==> src/rtl/carfield_secd_dmi_preload_ctrl_if.sv <==
// Section/data stream and DMI request/response bundle for the secure-domain preload sequencer.
// The master modport is the sequencer side; slave is the loader/debug-module side.
interface carfield_secd_dmi_preload_ctrl_if #(
  parameter int unsigned LenW = 16
) ();
  logic            sec_valid_i;
  logic            sec_ready_o;
  logic [31:0]     sec_addr_i;
  logic [LenW-1:0] sec_len_i;
  logic            sec_last_i;

  logic            data_valid_i;
  logic            data_ready_o;
  logic [31:0]     data_i;

  logic            dmi_req_valid_o;
  logic            dmi_req_ready_i;
  logic [6:0]      dmi_req_addr_o;
  logic [1:0]      dmi_req_op_o;
  logic [31:0]     dmi_req_data_o;
  logic            dmi_resp_valid_i;
  logic            dmi_resp_ready_o;
  logic [31:0]     dmi_resp_data_i;
  logic [1:0]      dmi_resp_resp_i;

  modport master (
    input  sec_valid_i, sec_addr_i, sec_len_i, sec_last_i,
    output sec_ready_o,
    input  data_valid_i, data_i,
    output data_ready_o,
    output dmi_req_valid_o, dmi_req_addr_o, dmi_req_op_o, dmi_req_data_o,
    input  dmi_req_ready_i,
    input  dmi_resp_valid_i, dmi_resp_data_i, dmi_resp_resp_i,
    output dmi_resp_ready_o
  );

  modport slave (
    output sec_valid_i, sec_addr_i, sec_len_i, sec_last_i,
    input  sec_ready_o,
    output data_valid_i, data_i,
    input  data_ready_o,
    input  dmi_req_valid_o, dmi_req_addr_o, dmi_req_op_o, dmi_req_data_o,
    output dmi_req_ready_i,
    output dmi_resp_valid_i, dmi_resp_data_i, dmi_resp_resp_i,
    input  dmi_resp_ready_o
  );
endinterface

==> src/rtl/carfield_secd_dmi_preload_ctrl.sv <==
// Hardware preload/boot sequencer for the security island: SBA-writes sections, sets DPC, resumes the core.
// Optional CARFIELD_SECD_PRELOAD_CHECKSUM_EN adds checksum_o over all accepted data words.
module carfield_secd_dmi_preload_ctrl #(
  parameter int unsigned LenW        = 16,
  parameter int unsigned PollTimeout = 1024
) (
  input  logic        clk_i,
  input  logic        rst_ni,
  input  logic        start_i,
  input  logic [31:0] entry_addr_i,
  carfield_secd_dmi_preload_ctrl_if.master bus,
  output logic        busy_o,
  output logic        done_o,
  output logic        error_o
`ifdef CARFIELD_SECD_PRELOAD_CHECKSUM_EN
  ,
  output logic [31:0] checksum_o
`endif
);

  localparam logic [6:0] AddrDmControl = 7'h10;
  localparam logic [6:0] AddrDmStatus  = 7'h11;
  localparam logic [6:0] AddrData0     = 7'h04;
  localparam logic [6:0] AddrCommand   = 7'h17;
  localparam logic [6:0] AddrSbcs      = 7'h38;
  localparam logic [6:0] AddrSbAddr0   = 7'h39;
  localparam logic [6:0] AddrSbData0   = 7'h3C;
  localparam logic [1:0] OpRead        = 2'd1;
  localparam logic [1:0] OpWrite       = 2'd2;

  localparam int unsigned     PollW    = $clog2(PollTimeout + 1);
  localparam logic [PollW-1:0] PollLast = PollW'(PollTimeout - 1);

  typedef enum logic [4:0] {
    S_IDLE, S_ACT_WR, S_ACT_POLL, S_CFG_WR, S_CFG_POLL, S_SEC_WAIT,
    S_ADDR_WR, S_ADDR_POLL, S_DATA, S_DATA_WR, S_DATA_POLL,
    S_WAKE_DATA0, S_WAKE_HALTREQ, S_HALT_POLL, S_HALTREQ_CLR, S_CMD,
    S_RESUMEREQ, S_RESUME_CLR, S_DONE, S_ERROR
  } state_e;

  state_e           state_q, state_d;
  logic             op_pend_q;
  logic [31:0]      entry_q, sec_addr_q, wdata_q;
  logic [LenW-1:0]  rem_q;
  logic             last_q;
  logic [PollW-1:0] poll_cnt_q;
  logic             done_q, error_q;
`ifdef CARFIELD_SECD_PRELOAD_CHECKSUM_EN
  logic [31:0]      checksum_q;
`endif

  logic        op_active;
  logic [6:0]  op_addr;
  logic [1:0]  op_kind;
  logic [31:0] op_data;
  logic        resp_fire, req_fire, sec_fire, data_fire;
  logic        sb_busy, sb_err, halted, poll_timeout;
  logic        sb_fail, sb_done, halt_fail;
  logic        unused_resp_bits;

  assign req_fire  = bus.dmi_req_valid_o & bus.dmi_req_ready_i;
  assign resp_fire = op_pend_q & bus.dmi_resp_valid_i;
  assign sec_fire  = bus.sec_valid_i & bus.sec_ready_o;
  assign data_fire = bus.data_valid_i & bus.data_ready_o;

  assign sb_busy      = bus.dmi_resp_data_i[21];
  assign sb_err       = |bus.dmi_resp_data_i[14:12];
  assign halted       = bus.dmi_resp_data_i[8];
  assign poll_timeout = (poll_cnt_q == PollLast);
  assign sb_fail      = sb_err | (sb_busy & poll_timeout);
  assign sb_done      = ~sb_busy & ~sb_err;
  assign halt_fail    = ~halted & poll_timeout;

  assign unused_resp_bits = ^{bus.dmi_resp_data_i[31:22], bus.dmi_resp_data_i[20:15],
                              bus.dmi_resp_data_i[11:9], bus.dmi_resp_data_i[7:0]};

  always_ff @(posedge clk_i or negedge rst_ni) begin
    if (!rst_ni) state_q <= S_IDLE;
    else         state_q <= state_d;
  end

  always_comb begin
    state_d = state_q;
    unique case (state_q)
      S_IDLE:         if (start_i) state_d = S_ACT_WR;
      S_ACT_WR:       if (resp_fire) state_d = S_ACT_POLL;
      S_ACT_POLL:     if (resp_fire) state_d = sb_fail ? S_ERROR : (sb_done ? S_CFG_WR : S_ACT_POLL);
      S_CFG_WR:       if (resp_fire) state_d = S_CFG_POLL;
      S_CFG_POLL:     if (resp_fire) state_d = sb_fail ? S_ERROR : (sb_done ? S_SEC_WAIT : S_CFG_POLL);
      S_SEC_WAIT: begin
        if (sec_fire) begin
          if (bus.sec_len_i != '0) state_d = S_ADDR_WR;
          else if (bus.sec_last_i) state_d = S_WAKE_DATA0;
        end
      end
      S_ADDR_WR:      if (resp_fire) state_d = S_ADDR_POLL;
      S_ADDR_POLL:    if (resp_fire) state_d = sb_fail ? S_ERROR : (sb_done ? S_DATA : S_ADDR_POLL);
      S_DATA:         if (data_fire) state_d = S_DATA_WR;
      S_DATA_WR:      if (resp_fire) state_d = S_DATA_POLL;
      S_DATA_POLL: begin
        if (resp_fire) begin
          if (sb_fail)           state_d = S_ERROR;
          else if (!sb_done)     state_d = S_DATA_POLL;
          else if (rem_q != '0)  state_d = S_DATA;
          else                   state_d = last_q ? S_WAKE_DATA0 : S_SEC_WAIT;
        end
      end
      S_WAKE_DATA0:   if (resp_fire) state_d = S_WAKE_HALTREQ;
      S_WAKE_HALTREQ: if (resp_fire) state_d = S_HALT_POLL;
      S_HALT_POLL:    if (resp_fire) state_d = halt_fail ? S_ERROR : (halted ? S_HALTREQ_CLR : S_HALT_POLL);
      S_HALTREQ_CLR:  if (resp_fire) state_d = S_CMD;
      S_CMD:          if (resp_fire) state_d = S_RESUMEREQ;
      S_RESUMEREQ:    if (resp_fire) state_d = S_RESUME_CLR;
      S_RESUME_CLR:   if (resp_fire) state_d = S_DONE;
      S_DONE, S_ERROR: state_d = S_IDLE;
      default:        state_d = S_IDLE;
    endcase
    // A failing response code overrides whatever the per-state decode chose.
    if (resp_fire && (bus.dmi_resp_resp_i != 2'd0)) state_d = S_ERROR;
  end

  always_comb begin
    op_active = 1'b1;
    op_addr   = '0;
    op_kind   = '0;
    op_data   = '0;
    unique case (state_q)
      S_ACT_WR:       begin op_addr = AddrDmControl; op_kind = OpWrite; op_data = 32'h0000_0001; end
      S_ACT_POLL, S_CFG_POLL, S_ADDR_POLL, S_DATA_POLL:
                      begin op_addr = AddrSbcs;      op_kind = OpRead;  end
      S_CFG_WR:       begin op_addr = AddrSbcs;      op_kind = OpWrite; op_data = 32'h0005_8000; end
      S_ADDR_WR:      begin op_addr = AddrSbAddr0;   op_kind = OpWrite; op_data = sec_addr_q; end
      S_DATA_WR:      begin op_addr = AddrSbData0;   op_kind = OpWrite; op_data = wdata_q; end
      S_WAKE_DATA0:   begin op_addr = AddrData0;     op_kind = OpWrite; op_data = entry_q; end
      S_WAKE_HALTREQ: begin op_addr = AddrDmControl; op_kind = OpWrite; op_data = 32'h8000_0001; end
      S_HALT_POLL:    begin op_addr = AddrDmStatus;  op_kind = OpRead;  end
      S_HALTREQ_CLR:  begin op_addr = AddrDmControl; op_kind = OpWrite; op_data = 32'h0000_0001; end
      S_CMD:          begin op_addr = AddrCommand;   op_kind = OpWrite; op_data = 32'h0023_07B1; end
      S_RESUMEREQ:    begin op_addr = AddrDmControl; op_kind = OpWrite; op_data = 32'h4000_0001; end
      S_RESUME_CLR:   begin op_addr = AddrDmControl; op_kind = OpWrite; op_data = 32'h0000_0001; end
      default:        op_active = 1'b0;
    endcase

    bus.dmi_req_valid_o  = op_active & ~op_pend_q;
    bus.dmi_req_addr_o   = op_addr;
    bus.dmi_req_op_o     = op_kind;
    bus.dmi_req_data_o   = op_data;
    bus.dmi_resp_ready_o = op_pend_q;
    bus.sec_ready_o      = (state_q == S_SEC_WAIT);
    bus.data_ready_o     = (state_q == S_DATA);
    busy_o               = !(state_q inside {S_IDLE, S_DONE, S_ERROR});
    done_o               = done_q;
    error_o              = error_q;
  end

  always_ff @(posedge clk_i or negedge rst_ni) begin
    if (!rst_ni) begin
      op_pend_q  <= 1'b0;
      entry_q    <= '0;
      sec_addr_q <= '0;
      wdata_q    <= '0;
      rem_q      <= '0;
      last_q     <= 1'b0;
      poll_cnt_q <= '0;
      done_q     <= 1'b0;
      error_q    <= 1'b0;
`ifdef CARFIELD_SECD_PRELOAD_CHECKSUM_EN
      checksum_q <= '0;
`endif
    end else begin
      if (req_fire)       op_pend_q <= 1'b1;
      else if (resp_fire) op_pend_q <= 1'b0;

      if (state_q == S_IDLE && start_i) begin
        entry_q <= entry_addr_i;
        done_q  <= 1'b0;
        error_q <= 1'b0;
`ifdef CARFIELD_SECD_PRELOAD_CHECKSUM_EN
        checksum_q <= '0;
`endif
      end

      if (sec_fire) begin
        sec_addr_q <= bus.sec_addr_i;
        rem_q      <= bus.sec_len_i;
        last_q     <= bus.sec_last_i;
      end

      if (data_fire) begin
        wdata_q <= bus.data_i;
        rem_q   <= rem_q - 1'b1;
`ifdef CARFIELD_SECD_PRELOAD_CHECKSUM_EN
        checksum_q <= {checksum_q[30:0], checksum_q[31]} ^ bus.data_i;
`endif
      end

      // Poll budget restarts whenever the FSM moves on; only repeated reads in one state consume it.
      if (state_d != state_q) poll_cnt_q <= '0;
      else if (resp_fire)     poll_cnt_q <= poll_cnt_q + 1'b1;

      if (state_d == S_DONE)  done_q  <= 1'b1;
      if (state_d == S_ERROR) error_q <= 1'b1;
    end
  end

`ifdef CARFIELD_SECD_PRELOAD_CHECKSUM_EN
  assign checksum_o = checksum_q;
`endif

endmodule

==> src/flat_wrapper.sv <==
// flat-port wrapper written by rule: the top's interface ports become plain ports
module carfield_secd_dmi_preload_ctrl_flat 
#(
  parameter int unsigned LenW        = 16,
  parameter int unsigned PollTimeout = 1024
)
  (clk_i, rst_ni, start_i, entry_addr_i, busy_o, done_o, error_o, bus_sec_valid_i, bus_sec_addr_i, bus_sec_len_i, bus_sec_last_i, bus_sec_ready_o, bus_data_valid_i, bus_data_i, bus_data_ready_o, bus_dmi_req_valid_o, bus_dmi_req_addr_o, bus_dmi_req_op_o, bus_dmi_req_data_o, bus_dmi_req_ready_i, bus_dmi_resp_valid_i, bus_dmi_resp_data_i, bus_dmi_resp_resp_i, bus_dmi_resp_ready_o);
  carfield_secd_dmi_preload_ctrl_if #(.LenW(LenW)) bus_i ();
  input  logic clk_i;
  input  logic rst_ni;
  input  logic start_i;
  input  logic [31:0] entry_addr_i;
  output logic busy_o;
  output logic done_o;
  output logic error_o;
  input wire logic [$bits(bus_i.sec_valid_i)-1:0] bus_sec_valid_i;
  input wire logic [$bits(bus_i.sec_addr_i)-1:0] bus_sec_addr_i;
  input wire logic [$bits(bus_i.sec_len_i)-1:0] bus_sec_len_i;
  input wire logic [$bits(bus_i.sec_last_i)-1:0] bus_sec_last_i;
  output wire logic [$bits(bus_i.sec_ready_o)-1:0] bus_sec_ready_o;
  input wire logic [$bits(bus_i.data_valid_i)-1:0] bus_data_valid_i;
  input wire logic [$bits(bus_i.data_i)-1:0] bus_data_i;
  output wire logic [$bits(bus_i.data_ready_o)-1:0] bus_data_ready_o;
  output wire logic [$bits(bus_i.dmi_req_valid_o)-1:0] bus_dmi_req_valid_o;
  output wire logic [$bits(bus_i.dmi_req_addr_o)-1:0] bus_dmi_req_addr_o;
  output wire logic [$bits(bus_i.dmi_req_op_o)-1:0] bus_dmi_req_op_o;
  output wire logic [$bits(bus_i.dmi_req_data_o)-1:0] bus_dmi_req_data_o;
  input wire logic [$bits(bus_i.dmi_req_ready_i)-1:0] bus_dmi_req_ready_i;
  input wire logic [$bits(bus_i.dmi_resp_valid_i)-1:0] bus_dmi_resp_valid_i;
  input wire logic [$bits(bus_i.dmi_resp_data_i)-1:0] bus_dmi_resp_data_i;
  input wire logic [$bits(bus_i.dmi_resp_resp_i)-1:0] bus_dmi_resp_resp_i;
  output wire logic [$bits(bus_i.dmi_resp_ready_o)-1:0] bus_dmi_resp_ready_o;
  assign bus_i.sec_valid_i = bus_sec_valid_i;
  assign bus_i.sec_addr_i = bus_sec_addr_i;
  assign bus_i.sec_len_i = bus_sec_len_i;
  assign bus_i.sec_last_i = bus_sec_last_i;
  assign bus_sec_ready_o = bus_i.sec_ready_o;
  assign bus_i.data_valid_i = bus_data_valid_i;
  assign bus_i.data_i = bus_data_i;
  assign bus_data_ready_o = bus_i.data_ready_o;
  assign bus_dmi_req_valid_o = bus_i.dmi_req_valid_o;
  assign bus_dmi_req_addr_o = bus_i.dmi_req_addr_o;
  assign bus_dmi_req_op_o = bus_i.dmi_req_op_o;
  assign bus_dmi_req_data_o = bus_i.dmi_req_data_o;
  assign bus_i.dmi_req_ready_i = bus_dmi_req_ready_i;
  assign bus_i.dmi_resp_valid_i = bus_dmi_resp_valid_i;
  assign bus_i.dmi_resp_data_i = bus_dmi_resp_data_i;
  assign bus_i.dmi_resp_resp_i = bus_dmi_resp_resp_i;
  assign bus_dmi_resp_ready_o = bus_i.dmi_resp_ready_o;
  carfield_secd_dmi_preload_ctrl #(.LenW(LenW), .PollTimeout(PollTimeout)) u_core (.clk_i(clk_i), .rst_ni(rst_ni), .start_i(start_i), .entry_addr_i(entry_addr_i), .bus(bus_i), .busy_o(busy_o), .done_o(done_o), .error_o(error_o));
endmodule
==> config.mk <==
export PLATFORM = sky130hd
export DESIGN_NAME = carfield_secd_dmi_preload_ctrl_flat
export DESIGN_NICKNAME = d
export VERILOG_FILES = /design/src/rtl/carfield_secd_dmi_preload_ctrl_if.sv /design/src/rtl/carfield_secd_dmi_preload_ctrl.sv /design/src/flat_wrapper.sv
export SDC_FILE = /design/constraint.sdc
export NUM_CORES = 1
export LEC_CHECK = 0
export BUFFER_PORTS_ARGS = -buffer_cell sky130_fd_sc_hd__buf_2
export CAP_MARGIN = 15
export CORE_MARGIN = 8
export CORE_UTILIZATION = 45
export DETAILED_ROUTE_END_ITERATION = 10
export PLACE_DENSITY_LB_ADDON = 0.1
export SLEW_MARGIN = 20
export SYNTH_ARGS = -nofsm -noshare
export SYNTH_HDL_FRONTEND = slang
export SYNTH_SLANG_ARGS = --single-unit
==> constraint.sdc <==
create_clock -name clk_i -period 6.05 [get_ports clk_i]
set_input_delay 1.21 -clock clk_i [delete_from_list [all_inputs] [get_ports clk_i]]
set_output_delay 1.21 -clock clk_i [all_outputs]
set_load 0.1 [all_outputs]
==> results_dict.tcl <==
set metrics [dict create \
    crit_buf_inv 3 \
    synth_fa_ha_area_share_pct 0.528 \
    synth_fp_nets 973 \
    cts_sinks 132 \
    grt_max_degree 88 \
    syn_area_mm2 0.00711 \
    grt_pass1_vias 6806 \
    insertion_delay_ns 0.43 \
    hold_slack_ns 0.471 \
    fin_nets 1123 \
    multiInputGateArea_mm2 0.00348 \
    drive_gt1_share_pct 28.0 \
    relSlewSlack_pct 36.9 \
    boundaryPins 202 \
    maxCapViolCount 0 \
    vias_per_cell 5.58 \
    grt_pass1_wl_um 35300 \
    track_usage_pct 22.3 \
    cts_buffers 17 \
    crit_chain "nand2b_1 -> nor3_2 -> buf_4 -> a222oi_1 -> inv_1 -> buf_2" \
    ir_worst_vdd_mv 0.306 \
    synth_enable_flop_cells 0 \
    post-route-min-period_ns 4.19 \
    fp.dieW_um 142 \
    htreeDepth 4 \
    first_pass_iters 5 \
    async_flop_share_pct 100 \
    yosys.area.top_type "dfrtp_1" \
    holdBufCountCts 0 \
    setup_violations 0 \
    core_mm2 0.0157 \
    skew_ns 0.00983 \
    clkPwrFrac_pct 27.4 \
    timing.fmax_mhz 239 \
    regArea_mm2 0.00330 \
    antenna_left 0 \
    die_h_um 142 \
    fin_tns_setup_ns 0 \
    status "complete, no violations" \
    yosys-top-cells-area "dfrtp_1 46%, nand2_1 12%, mux2_2 5.1%" \
    syn_inst 816 \
    portBuffers 173 \
    critPathKind "register to output port" \
    yosysMostFrequentCell "nand2_1" \
    synth.top_cell.area_share_pct 46.5 \
    power.internal_mw 2.23 \
    cts_buffer_depth 2 \
    nFillCells 1514 \
    synth_xor_area_share_pct 1.48 \
    hpwlAfterDp_um 14800 \
    clockRootBuffer "clkbuf_16" \
    p_seq_share_pct 34.3 \
    antenna_found_initial 2 \
    hold_violations 0 \
    power.density_mw_per_mm2 437 \
    swShare_pct 41.4 \
    setup_ws_ns 1.86 \
    gr-total-overflow 0 \
    period_share_pct 69.2 \
    dp_slack_ns 2.33 \
    rsz0062_at_grt "false" \
    cts_resized 0 \
    crit_required_ns 4.84 \
    yosysUniqueCellTypes 65 \
    crit_arrival_ns 2.98 \
    max_stage_delay_ns 0.96 \
    pwr-share-comb_pct 38.3 \
    drt_iter0_markers 527 \
    post_cts_buffers 0 \
    synth_warnings 0 \
    dr_total_vias 6673 \
    path_delay_family "flip-flops" \
    drv_slew 0 \
    cp-end-kind "output port" \
    worst_pin_slew_ns 0.946 \
    routedWlPerCell_um 18.2 \
    hp-class "register to register" \
    synth_top_family_by_area "simple AND/OR/NAND/NOR gates" \
    drcViolationCount 0 \
    antenna_cells 0 \
    leakagePower_nw 4.42 \
    synth-compound-area-share_pct 13.9 \
    worstPathMaxFanout 32 \
    ys_seq_area_share_pct 46.5 \
    fin_total_pwr_mw 3.81 \
    ys_seq_elements 132 \
    synth-main-ff-cell "dfrtp_1" \
    fp.dieArea_mm2 0.0201 \
    yosys-top-cells-count "236 x nand2_1, 132 x dfrtp_1, 34 x nor3_1" \
    critPathLaunchType "register" \
    crit_slowest_cell "dfrtp_1" \
    synth-simple-area-share_pct 27.3 \
    rows 46 \
    cts_tree "built" \
    p_switching_mw 1.58 \
    routabilityCongestion 0.916 \
    syn_area_per_cell_um2 8.71 \
    synthMuxAreaShare_pct 5.49 \
    clk_pin_slew_ns 0.06 \
    start_util_pct 45.4 \
    drt_wl_total_um 21700 \
    area_delta_synth_final_pct 22.9 \
]
## cell usage in the layout, fill, tap and decap left out, types with 4 or more instances in the layout
cell type / n
a211oi_1: 6
a21oi_1: 20
a221o_1: 4
a222oi_1: 18
a22oi_1: 13
a31oi_1: 7
and2_1: 5
buf_2: 172
buf_4: 13
clkbuf_16: 17
dfrtp_1: 132
inv_1: 29
mux2_2: 32
nand2_1: 236
nand2b_1: 11
nand3_1: 26
nand3b_1: 4
nand4_1: 9
nor2_1: 30
nor2b_1: 7
nor3_1: 33
nor3b_1: 7
nor4_1: 15
nor4b_1: 4
o211ai_1: 11
o21ai_0: 16
o31a_1: 4
or3b_2: 5
xnor2_1: 8
xor2_1: 4
## worst paths after layout
path / startpoint / to / slack, ns / depth (start not counted)
max reg2reg: u_core.state_q[2]$_DFF_PN0_ / u_core.poll_cnt_q[1]$_DFFE_PN0P_ / 2.49 / 9
min: u_core.sec_addr_q[16]$_DFFE_PN0N_ / u_core.sec_addr_q[16]$_DFFE_PN0N_ / 0.47 / 2
max in group asynchronous: rst_ni / u_core.wdata_q[15]$_DFFE_PN0P_ / 4.11 / 2
min reg2reg: u_core.sec_addr_q[16]$_DFFE_PN0N_ / u_core.sec_addr_q[16]$_DFFE_PN0N_ / 0.47 / 2
max: u_core.state_q[2]$_DFF_PN0_ / bus_dmi_req_data_o[19] / 1.86 / 6
min in group asynchronous: rst_ni / u_core.rem_q[6]$_DFFE_PN0P_ / 0.84 / 1
## stage by stage
stage / cells / utilization [%] / area (um2)
floorplan: 816 / - / 7110
global placement: 1163 / 52.0 / 8140
CTS: 1195 / 55.8 / 8740
global route: 1195 / 55.8 / 8740
detailed placement: 1163 / 52.0 / 8140
finish: 1195 / 55.8 / 8740
## registers in the layout (all words and copies together) (netlist names)
register and count:
u_core.rem_q 16, u_core.done_o 1, u_core.last_q 1, u_core.poll_cnt_q 11, u_core.sec_addr_q 32, u_core.entry_q 32
u_core.error_o 1, u_core.state_q 5, u_core.bus.dmi_resp_ready_o 1, u_core.wdata_q 32
## tightest hold or removal path, cell delays in order (launching register included)
cell	delay, ns
dfrtp_1	0.34
nand2_1	0.05
nand2_1	0.05
## cell families after synthesis
logic type	after synthesis
multiplexers	35
AO/OA/AOI/OAI	131
adder cells (fa/ha/maj)	3
other	1
buffers and inverters	84
flip-flops	132
XOR/XNOR	12
AND/OR/NAND/NOR	418
## layout make-up
type                            count  share of cell area, %
Inverter                           29                   1.25
Sequential cell                   132                   37.8
Tap cell                          216                   3.09
Timing Repair Buffer              186                   11.1
Clock buffer                       19                   5.18
Clock inverter                     13                   1.69
Multi-Input combinational cell    600                   39.9
## per-layer routing
metal | GRT usage, % | share of wire (%) | vias up
li1 | - | - | 3183
met1 | 28.7 | 43 | 3156
met2 | 35.3 | 47 | 292
met3 | 6.92 | 8.7 | 38
met4 | 6.78 | 1.6 | 4
met5 | 0 | 0.10 | -
## power groups by stage
stage	Combinational [mW]	Sequential (mW)	Clock (mW)
after floorplan	1.11	1.34	0
after global placement	1.45	1.31	0
after detailed placement	1.46	1.32	0
after CTS	1.47	1.31	1.07
after global routing	1.59	1.35	1.11
final	1.46	1.31	1.05
No activity file was read; power rests on OpenSTA's default activity.
